## config.mk

```make
export PLATFORM = sky130hd
export DESIGN_NAME = adbg_tap_ctrl_flat
export DESIGN_NICKNAME = d
export VERILOG_FILES = /design/src/rtl/adbg_tap_ctrl_if.sv /design/src/rtl/adbg_tap_ctrl.sv /design/src/flat_wrapper.sv
export SDC_FILE = /design/constraint.sdc
export NUM_CORES = 1
export LEC_CHECK = 0
export ABC_AREA = 1
export BUFFER_PORTS_ARGS = -buffer_cell sky130_fd_sc_hd__buf_2
export CORE_AREA = 2 2 67 76
export DETAILED_ROUTE_END_ITERATION = 12
export DIE_AREA = 0 0 69 78
export PLACE_DENSITY = 0.66
export SYNTH_ARGS = -nofsm -noshare
export SYNTH_HDL_FRONTEND = slang
export SYNTH_SLANG_ARGS = --single-unit
```

## constraint.sdc

```tcl
create_clock -name tck_i -period 1.5 [get_ports tck_i]
set_input_delay 0.3 -clock tck_i [delete_from_list [all_inputs] [get_ports tck_i]]
set_output_delay 0.3 -clock tck_i [all_outputs]
set_load 0.02 [all_outputs]
```

## src/rtl/adbg_tap_ctrl_if.sv

```systemverilog
// JTAG pin and debug-top signal bundle for the TAP controller.
// slave: the TAP controller side; master: the pins/debug-top driver side.
interface adbg_tap_ctrl_if;
  logic tms_i;
  logic tdi_i;
  logic tdo_o;
  logic tdo_oe_o;
  logic debug_tdo_i;
  logic tlr_o;
  logic capture_dr_o;
  logic shift_dr_o;
  logic pause_dr_o;
  logic update_dr_o;
  logic debug_select_o;

  modport slave (
    input  tms_i, tdi_i, debug_tdo_i,
    output tdo_o, tdo_oe_o, tlr_o, capture_dr_o, shift_dr_o,
           pause_dr_o, update_dr_o, debug_select_o
  );

  modport master (
    output tms_i, tdi_i, debug_tdo_i,
    input  tdo_o, tdo_oe_o, tlr_o, capture_dr_o, shift_dr_o,
           pause_dr_o, update_dr_o, debug_select_o
  );
endinterface

```

## src/rtl/adbg_tap_ctrl.sv

```systemverilog
// IEEE 1149.1 TAP controller: 16-state FSM, instruction register,
// IDCODE/BYPASS data registers, DR strobes and falling-edge TDO.
module adbg_tap_ctrl #(
  parameter int unsigned          IR_WIDTH     = 4,
  parameter logic [31:0]          IDCODE_VALUE = 32'h149511C3,
  parameter logic [IR_WIDTH-1:0]  OPC_IDCODE   = 4'b0010,
  parameter logic [IR_WIDTH-1:0]  OPC_DEBUG    = 4'b1000,
  parameter logic [IR_WIDTH-1:0]  OPC_BYPASS   = 4'b1111
) (
  input  logic           tck_i,
  input  logic           trstn_i,
  adbg_tap_ctrl_if.slave jtag
);

  localparam int unsigned DR_WIDTH = 32;

  localparam logic [3:0] TLR    = 4'h0;
  localparam logic [3:0] RTI    = 4'h1;
  localparam logic [3:0] SEL_DR = 4'h2;
  localparam logic [3:0] CAP_DR = 4'h3;
  localparam logic [3:0] SH_DR  = 4'h4;
  localparam logic [3:0] EX1_DR = 4'h5;
  localparam logic [3:0] PAU_DR = 4'h6;
  localparam logic [3:0] EX2_DR = 4'h7;
  localparam logic [3:0] UPD_DR = 4'h8;
  localparam logic [3:0] SEL_IR = 4'h9;
  localparam logic [3:0] CAP_IR = 4'hA;
  localparam logic [3:0] SH_IR  = 4'hB;
  localparam logic [3:0] EX1_IR = 4'hC;
  localparam logic [3:0] PAU_IR = 4'hD;
  localparam logic [3:0] EX2_IR = 4'hE;
  localparam logic [3:0] UPD_IR = 4'hF;

  logic [3:0]          state;
  logic [3:0]          state_next;
  logic [IR_WIDTH-1:0] ir;
  logic [IR_WIDTH-1:0] ir_sr;
  logic [DR_WIDTH-1:0] idcode_sr;
  logic                bypass_sr;
  logic                tdo_q;
  logic                tdo_oe_q;
  logic                sel_idcode;
  logic                sel_debug;
  logic                sel_bypass;

  // OPC_BYPASS needs no decode of its own: anything unlisted already bypasses.
  assign sel_idcode = (ir == OPC_IDCODE);
  assign sel_debug  = (ir == OPC_DEBUG);
  assign sel_bypass = !sel_idcode && !sel_debug;

  // State register
  always_ff @(posedge tck_i or negedge trstn_i) begin
    if (!trstn_i) state <= TLR;
    else          state <= state_next;
  end

  // Next-state decode on TMS
  always_comb begin
    state_next = state;
    case (state)
      TLR:    if (!jtag.tms_i) state_next = RTI;
      RTI:    if (jtag.tms_i)  state_next = SEL_DR;
      SEL_DR: state_next = jtag.tms_i ? SEL_IR : CAP_DR;
      CAP_DR: state_next = jtag.tms_i ? EX1_DR : SH_DR;
      SH_DR:  if (jtag.tms_i)  state_next = EX1_DR;
      EX1_DR: state_next = jtag.tms_i ? UPD_DR : PAU_DR;
      PAU_DR: if (jtag.tms_i)  state_next = EX2_DR;
      EX2_DR: state_next = jtag.tms_i ? UPD_DR : SH_DR;
      UPD_DR: state_next = jtag.tms_i ? SEL_DR : RTI;
      SEL_IR: state_next = jtag.tms_i ? TLR : CAP_IR;
      CAP_IR: state_next = jtag.tms_i ? EX1_IR : SH_IR;
      SH_IR:  if (jtag.tms_i)  state_next = EX1_IR;
      EX1_IR: state_next = jtag.tms_i ? UPD_IR : PAU_IR;
      PAU_IR: if (jtag.tms_i)  state_next = EX2_IR;
      EX2_IR: state_next = jtag.tms_i ? UPD_IR : SH_IR;
      UPD_IR: state_next = jtag.tms_i ? SEL_DR : RTI;
      default: state_next = TLR;
    endcase
  end

  // Instruction register; entering or holding TLR restores IDCODE immediately
  always_ff @(posedge tck_i or negedge trstn_i) begin
    if (!trstn_i) begin
      ir    <= OPC_IDCODE;
      ir_sr <= '0;
    end else begin
      if (state == CAP_IR)     ir_sr <= IR_WIDTH'(2'b01);
      else if (state == SH_IR) ir_sr <= {jtag.tdi_i, ir_sr[IR_WIDTH-1:1]};

      if (state_next == TLR)   ir <= OPC_IDCODE;
      else if (state == UPD_IR) ir <= ir_sr;
    end
  end

  // IDCODE and BYPASS data registers
  always_ff @(posedge tck_i or negedge trstn_i) begin
    if (!trstn_i) begin
      idcode_sr <= '0;
      bypass_sr <= 1'b0;
    end else begin
      if (state == CAP_DR && sel_idcode)     idcode_sr <= IDCODE_VALUE;
      else if (state == SH_DR && sel_idcode) idcode_sr <= {jtag.tdi_i, idcode_sr[DR_WIDTH-1:1]};

      if (state == CAP_DR && sel_bypass)     bypass_sr <= 1'b0;
      else if (state == SH_DR && sel_bypass) bypass_sr <= jtag.tdi_i;
    end
  end

  // TDO launched on the falling edge so it is stable at the next rising edge
  always_ff @(negedge tck_i or negedge trstn_i) begin
    if (!trstn_i) begin
      tdo_q    <= 1'b0;
      tdo_oe_q <= 1'b0;
    end else begin
      tdo_oe_q <= (state == SH_IR) || (state == SH_DR);
      case (state)
        SH_IR: tdo_q <= ir_sr[0];
        SH_DR: begin
          if (sel_idcode)     tdo_q <= idcode_sr[0];
          else if (sel_debug) tdo_q <= jtag.debug_tdo_i;
          else                tdo_q <= bypass_sr;
        end
        default: tdo_q <= tdo_q;
      endcase
    end
  end

  assign jtag.tdo_o          = tdo_q;
  assign jtag.tdo_oe_o       = tdo_oe_q;
  assign jtag.tlr_o          = (state == TLR);
  assign jtag.capture_dr_o   = (state == CAP_DR);
  assign jtag.shift_dr_o     = (state == SH_DR);
  assign jtag.pause_dr_o     = (state == PAU_DR);
  assign jtag.update_dr_o    = (state == UPD_DR);
  assign jtag.debug_select_o = sel_debug;

endmodule

```

## src/flat_wrapper.sv

```systemverilog
// flat-port wrapper written by rule: the top's interface ports become plain ports
module adbg_tap_ctrl_flat 
#(
  parameter int unsigned          IR_WIDTH     = 4,
  parameter logic [31:0]          IDCODE_VALUE = 32'h149511C3,
  parameter logic [IR_WIDTH-1:0]  OPC_IDCODE   = 4'b0010,
  parameter logic [IR_WIDTH-1:0]  OPC_DEBUG    = 4'b1000,
  parameter logic [IR_WIDTH-1:0]  OPC_BYPASS   = 4'b1111
)
  (tck_i, trstn_i, jtag_tms_i, jtag_tdi_i, jtag_debug_tdo_i, jtag_tdo_o, jtag_tdo_oe_o, jtag_tlr_o, jtag_capture_dr_o, jtag_shift_dr_o, jtag_pause_dr_o, jtag_update_dr_o, jtag_debug_select_o);
  adbg_tap_ctrl_if jtag_i ();
  input  logic tck_i;
  input  logic trstn_i;
  input wire logic [$bits(jtag_i.tms_i)-1:0] jtag_tms_i;
  input wire logic [$bits(jtag_i.tdi_i)-1:0] jtag_tdi_i;
  input wire logic [$bits(jtag_i.debug_tdo_i)-1:0] jtag_debug_tdo_i;
  output wire logic [$bits(jtag_i.tdo_o)-1:0] jtag_tdo_o;
  output wire logic [$bits(jtag_i.tdo_oe_o)-1:0] jtag_tdo_oe_o;
  output wire logic [$bits(jtag_i.tlr_o)-1:0] jtag_tlr_o;
  output wire logic [$bits(jtag_i.capture_dr_o)-1:0] jtag_capture_dr_o;
  output wire logic [$bits(jtag_i.shift_dr_o)-1:0] jtag_shift_dr_o;
  output wire logic [$bits(jtag_i.pause_dr_o)-1:0] jtag_pause_dr_o;
  output wire logic [$bits(jtag_i.update_dr_o)-1:0] jtag_update_dr_o;
  output wire logic [$bits(jtag_i.debug_select_o)-1:0] jtag_debug_select_o;
  assign jtag_i.tms_i = jtag_tms_i;
  assign jtag_i.tdi_i = jtag_tdi_i;
  assign jtag_i.debug_tdo_i = jtag_debug_tdo_i;
  assign jtag_tdo_o = jtag_i.tdo_o;
  assign jtag_tdo_oe_o = jtag_i.tdo_oe_o;
  assign jtag_tlr_o = jtag_i.tlr_o;
  assign jtag_capture_dr_o = jtag_i.capture_dr_o;
  assign jtag_shift_dr_o = jtag_i.shift_dr_o;
  assign jtag_pause_dr_o = jtag_i.pause_dr_o;
  assign jtag_update_dr_o = jtag_i.update_dr_o;
  assign jtag_debug_select_o = jtag_i.debug_select_o;
  adbg_tap_ctrl #(.IR_WIDTH(IR_WIDTH), .IDCODE_VALUE(IDCODE_VALUE), .OPC_IDCODE(OPC_IDCODE), .OPC_DEBUG(OPC_DEBUG), .OPC_BYPASS(OPC_BYPASS)) u_core (.tck_i(tck_i), .trstn_i(trstn_i), .jtag(jtag_i));
endmodule
```

; ---- Yosys cells after proc, flatten, opt, wreduce, memory -nomap -nowiden
; Index checks and enable logic that the tools add are counted.
[word_totals]
register_bits = 47
latch_bits = 0
ram_bits = 0
mem_bits_ro = 0
in_bits = 5
out_inout_bits = 8
word_cells = 67
n_memories = 0
[op_classes]
add_sub_neg = 0
n_mul = 0
div = 0
magnitude_cmp = 0
n_eq_ne = 17
n_shift = 0
muxes = 27
bitwise = 0
n_reduce_logical = 16
[ops]
columns = op, n
row1 = 2-to-1 mux 32 bit, 2
row2 = one-hot mux 4 bit (15 select lines), 1
row3 = 2-to-1 mux 4 bit, 14
row4 = == test 4 bit (second input constant), 9
row5 = == test 4 x 3 -> 1 bit (second input constant), 4
row6 = == test 4 x 2 -> 1 bit (second input constant), 3
row7 = nonzero test 2 bit, 5
row8 = zero test 4 bit, 2
row9 = 2-to-1 mux 3 bit, 2
row10 = logical AND 1 bit, 5
row11 = 2-to-1 mux 1 bit, 5
row12 = == test 4 x 1 -> 1 bit (second input constant), 1
row13 = 2-to-1 mux 2 bit, 2
row14 = zero test 1 bit, 2
row15 = one-hot mux 1 bit (2 select lines), 1
row16 = OR reduction 2 bit, 1
row17 = logical OR 1 bit, 1

; ---- Logic depth before layout (Yosys ltp)
[depth]
depth_word = 6
depth_mapped = 10
mapped_depth_nobuf = 9

==> results.md <==
- At the pin with the least slew margin, the transition time is 0.550 ns.
- The total internal power is approximately 4.2 mW.
- The switching fraction of total power is 41.6%.
- The flow ran to the end, but the final reports show violations.
- The critical path arrival is about 1.4 ns.
- In this run, CTS created clock tree buffers numbering 5.
- The post-detailed-placement cell area is roughly 2600 sq um.
- Sorting the synthesized cells by area gives the leading types as sky130_fd_sc_hd__dfrtp_1 49%, sky130_fd_sc_hd__inv_1 8.7%, sky130_fd_sc_hd__nand2_1 6.0%.
- The area added between synthesis and finish is 42.1%.
- The category of the worst setup path capture point is a register.
- The relative slew slack is a little over three fifths.
- The largest net degree at the start of global routing is 45.
- The number of buffers inserted by port buffering is 12.
- The share of total power in sequential cells is 28.8%.
- The via count is 1902.
- The most prevalent standard cell on the critical path is sky130_fd_sc_hd__nand3_2.
- The worst setup path is of the reg2reg kind.
- The sequential cells in the finished layout cover a total of approximately 1200 sq um.
- Summing all non-filler instances in the final layout gives an area of 3180 sq um.
- The placed wire-length estimate is about 3100 microns.
- CTS placed an instance of sky130_fd_sc_hd__clkbuf_8 at the clock tree root.
- The number of iterations in the first detailed-routing pass is 4.
- The fraction of synthesized cell area taken by the top area cell type is 49.2%.
- The cell with the most instances after synthesis is sky130_fd_sc_hd__inv_1.
- The commonest cells after synthesis are 52 x sky130_fd_sc_hd__inv_1, 44 x sky130_fd_sc_hd__dfrtp_1, 36 x sky130_fd_sc_hd__nand2_1.
- Summing the areas of all and, or, nand and nor instances in the mapped netlist gives a little under a fifth of the synthesized area.
- sky130_fd_sc_hd__dfrtp_1 takes more of the synthesized area than any other cell.
- The maximum single-stage delay on the critical path is approximately 0.56 ns.
- In this run the horizontal extent of the chip is approximately 69 microns.
- The via count of the first global-routing pass came to 1811.
- The number of synthesized flops with an enable pin is 0.
- The number of inserted diodes is 0.
- After synthesis the netlist holds a flip-flop and latch count of 47.
- The combinational group share of total power is between 60% and 70%.
- The final reports fail on negative setup slack.
- In the synthesized netlist, the number of instances is 248.
- The buffers plus inverters on the worst setup path is 2.
- For the worst flop-to-flop path, the logic depth is 7.
- In this run the power density over the cells is between 2000 and 2500 nW/um^2.
- The number of violations of the max-capacitance limit is 0.
- The adder-cell share of the synthesized area is 0%.
- Traced cell by cell, the critical path runs through inv_2, nand4_1, inv_1, nand2_1, nand3_2, nand3_2, nand3_2.
- During I/O placement, the number of pins put on the boundary was 13.
- The worst path required time is 0.90 ns.
- The initial antenna violation count came to 0.
- For this run the aggregate overflow at the end of global routing stands at 0.
- Yosys printed 0 warnings.
- Global routing used 19.3% of the available tracks.
- The clock net in this run drives a total of between 40 and 50 sinks.
- TritonCTS built the clock tree.
- The leakage power total is 1.59 nW.
- Counting flops with an async set or reset pin after synthesis yields a share of 100%.
- Summing the areas of all compound-gate instances in the mapped netlist gives 15.8% of the synthesized area.
- The final setup violation count is 47.
- In the post-route analysis, the smallest setup slack over all paths is -0.455 ns.
- The design draws 7.21 mW.
- The net count of the finished layout is approximately 320.
- The floorplan step set the die height to 78 microns.
- Of the total synthesized cell area, the portion taken by XOR and XNOR cells is 0%.
- The worst setup slack for register-to-register paths is -0.45 ns.
- The hold path startpoint is jtag_tdi_i.
- Fill cells in the final layout number roughly 310.
- The number of hold violations in the final report was 0.
- After detailed routing, the average wire length per cell comes to 14.3 microns.
- Setup repair after global routing could not meet its margin everywhere.
- The critical path starts at u_core.ir[1].
- Of all nets on the critical path, the largest fanout is 3.
- In this run the power spent charging and discharging nets is 3.00 mW.
- Counting instances, the worst hold path has a depth of 3.
- The max-slew violation count is 0.
- The per-cell via count in the routed design is ~5.1.
- The count of nets left with antenna violations once routing finished came out at 0.
- The largest delay contributor family on the critical path is flip-flops.
- Of the synthesized area, sequential elements account for 52.6%.
- The total number of placement rows is 26.
- The synthesized area per cell is around 9.0 sq um.
- The count of unresolved DRC violations after routing is 0.
- The later-pin clock latency in the skew report is approximately 0.30 ns.
- The startpoint identified for the worst register-to-register timing path is u_core.ir[1].
- The dominant combinational cell family by area after synthesis is simple AND/OR/NAND/NOR gates.
- The number of DRC markers in iteration 0 is 92.
- The instance count on the critical path is 7.
- Yosys mapped the design onto 24 distinct sky130hd cell types.
- The share of cell area taken by muxes after synthesis is 0%.
- The final weighted congestion of routability-driven global placement is 0.935.
- The combined area of the multi-input logic cells is 985 sq um.
- The region available for standard cell placement spans 4550 sq um.
- The proportion of power drawn by the clock network is a little over a tenth.
- After synthesis the cells add up to 2240 sq um.
- Counting every net in the synthesized netlist gives 253.
- The commonest register cell after synthesis is sky130_fd_sc_hd__dfrtp_1.
- The largest individual stage delay along the critical path comes from the cell sky130_fd_sc_hd__dfstp_2.
- In the final layout, the share of cells above drive strength 1 is 45.5%.
- The full die area is 5380 sq um.
- On the final layout, the worst clock skew is 0.00792 ns.
- CTS built an H-tree with a depth of 2.
- The initial core utilization is 49.1%.
- In this run the deepest clock path goes through 2 buffers.
- The first-pass GRT wire length is 8250 microns.
- The utilization of the core after routing is 69.8%.
- The kind of start point of the critical path is a register.
- The clock transition at the register clock pins on the worst setup and hold paths after CTS is around 0.08 ns.
- The largest vdd supply drop is about 1.2 mV.
- The worst hold path belongs to the class in2reg.
- The total wire length after detailed routing is approximately 5300 microns.
==> metrics by stage <==
stage	setup WS [ns]	hold WS, ns	cells	setup TNS [ns]
detailed placement	-0.385	0.116	343	-1.19
finish	-0.455	0.278	370	-6.82
global route	-0.511	0.272	370	-9.90
CTS	-0.420	0.266	362	-3.15
floorplan	-0.426	0.00441	248	-0.729
global placement	-0.350	0.116	343	-1.15
==> routing by layer <==
metal	part of all wire (%)	wire length, microns	up-vias	track usage (%)
li1	-	-	919	-
met1	42	2230	910	24.3
met2	51	2720	53	31.8
met3	3.7	197	20	4.16
met4	3.0	159	0	8.43
met5	0	0	-	0
==> cell usage in the layout, fill, tap and decap left out, types with 3 or more instances in the layout <==
cell | synthesis | final
sky130_fd_sc_hd__a21oi_1 | 6 | 5
sky130_fd_sc_hd__a22oi_2 | 10 | 10
sky130_fd_sc_hd__buf_2 | 0 | 4
sky130_fd_sc_hd__buf_4 | 4 | 24
sky130_fd_sc_hd__buf_6 | 3 | 35
sky130_fd_sc_hd__clkbuf_8 | 0 | 5
sky130_fd_sc_hd__dfrtp_1 | 44 | 42
sky130_fd_sc_hd__inv_1 | 52 | 46
sky130_fd_sc_hd__inv_2 | 6 | 8
sky130_fd_sc_hd__inv_6 | 0 | 3
sky130_fd_sc_hd__nand2_1 | 36 | 27
sky130_fd_sc_hd__nand2_2 | 2 | 6
sky130_fd_sc_hd__nand2_4 | 1 | 5
sky130_fd_sc_hd__nand3_1 | 14 | 3
sky130_fd_sc_hd__nand3_2 | 0 | 9
sky130_fd_sc_hd__nor2_1 | 27 | 20
sky130_fd_sc_hd__nor2_4 | 4 | 12
sky130_fd_sc_hd__o21ai_0 | 9 | 6
sky130_fd_sc_hd__o22ai_1 | 16 | 15
sky130_fd_sc_hd__o22ai_2 | 3 | 4
==> flip-flops by register name, indices dropped and copies added, names as in the netlist <==
signal,count
u_core.ir,4
u_core.jtag.tdo_o,1
u_core.jtag.tdo_oe_o,1
u_core.ir_sr,4
u_core.state,4
u_core.bypass_sr,1
u_core.idcode_sr,32
==> worst min-delay path, stage by stage <==
cell                      delay, ns
sky130_fd_sc_hd__buf_2         0.12
sky130_fd_sc_hd__nand3_2       0.07
sky130_fd_sc_hd__o21ai_2       0.05
==> cell families (layout without fill, tap and decap cells) <==
| family | Yosys count | after routing |
|---|---|---|
| AOI/OAI and AO/OA | 46 | 46 |
| buffers and inverters | 65 | 131 |
| DFF | 47 | 47 |
| and+or+nand+nor | 90 | 90 |
==> worst paths after layout <==
path	endpoint
worst min-delay path	u_core.idcode_sr[31]
worst min register to register	u_core.idcode_sr[25]
worst max-delay path	u_core.jtag.tdo_o
max in group asynchronous	u_core.jtag.tdo_o
min in group asynchronous	u_core.idcode_sr[0]
worst max register to register	u_core.jtag.tdo_o
==> cell type report <==
type | instances | area share, %
clock inverters | 3 | 0.590
clock buffers | 5 | 2.16
repair buffers | 65 | 19.6
flip-flops and latches | 47 | 37.1
well taps | 56 | 2.20
inverters | 58 | 7.32
multi-input cells | 136 | 31.0
==> power by group through the flow <==
stage / sequential (mW) / clock, mW / combinational (mW)
final: 2.07 / 0.753 / 4.38
after CTS: 2.06 / 0.769 / 3.65
after global routing: 2.12 / 0.832 / 4.75
after detailed placement: 2.08 / 0 / 3.01
after global placement: 2.06 / 0 / 2.96
after floorplan: 2.05 / 0 / 2.09
==> repair_timing <==
action                     in CTS  in global routing
cloned                          2                  0
pin swaps                      20                 19
setup endpoints to repair      25                 49
gates resized for setup        56                 51
hold buffers                    1                  0
hold endpoints to repair        1                  0
buffers inserted                9                 12
(Power assumes the default switching activity.)
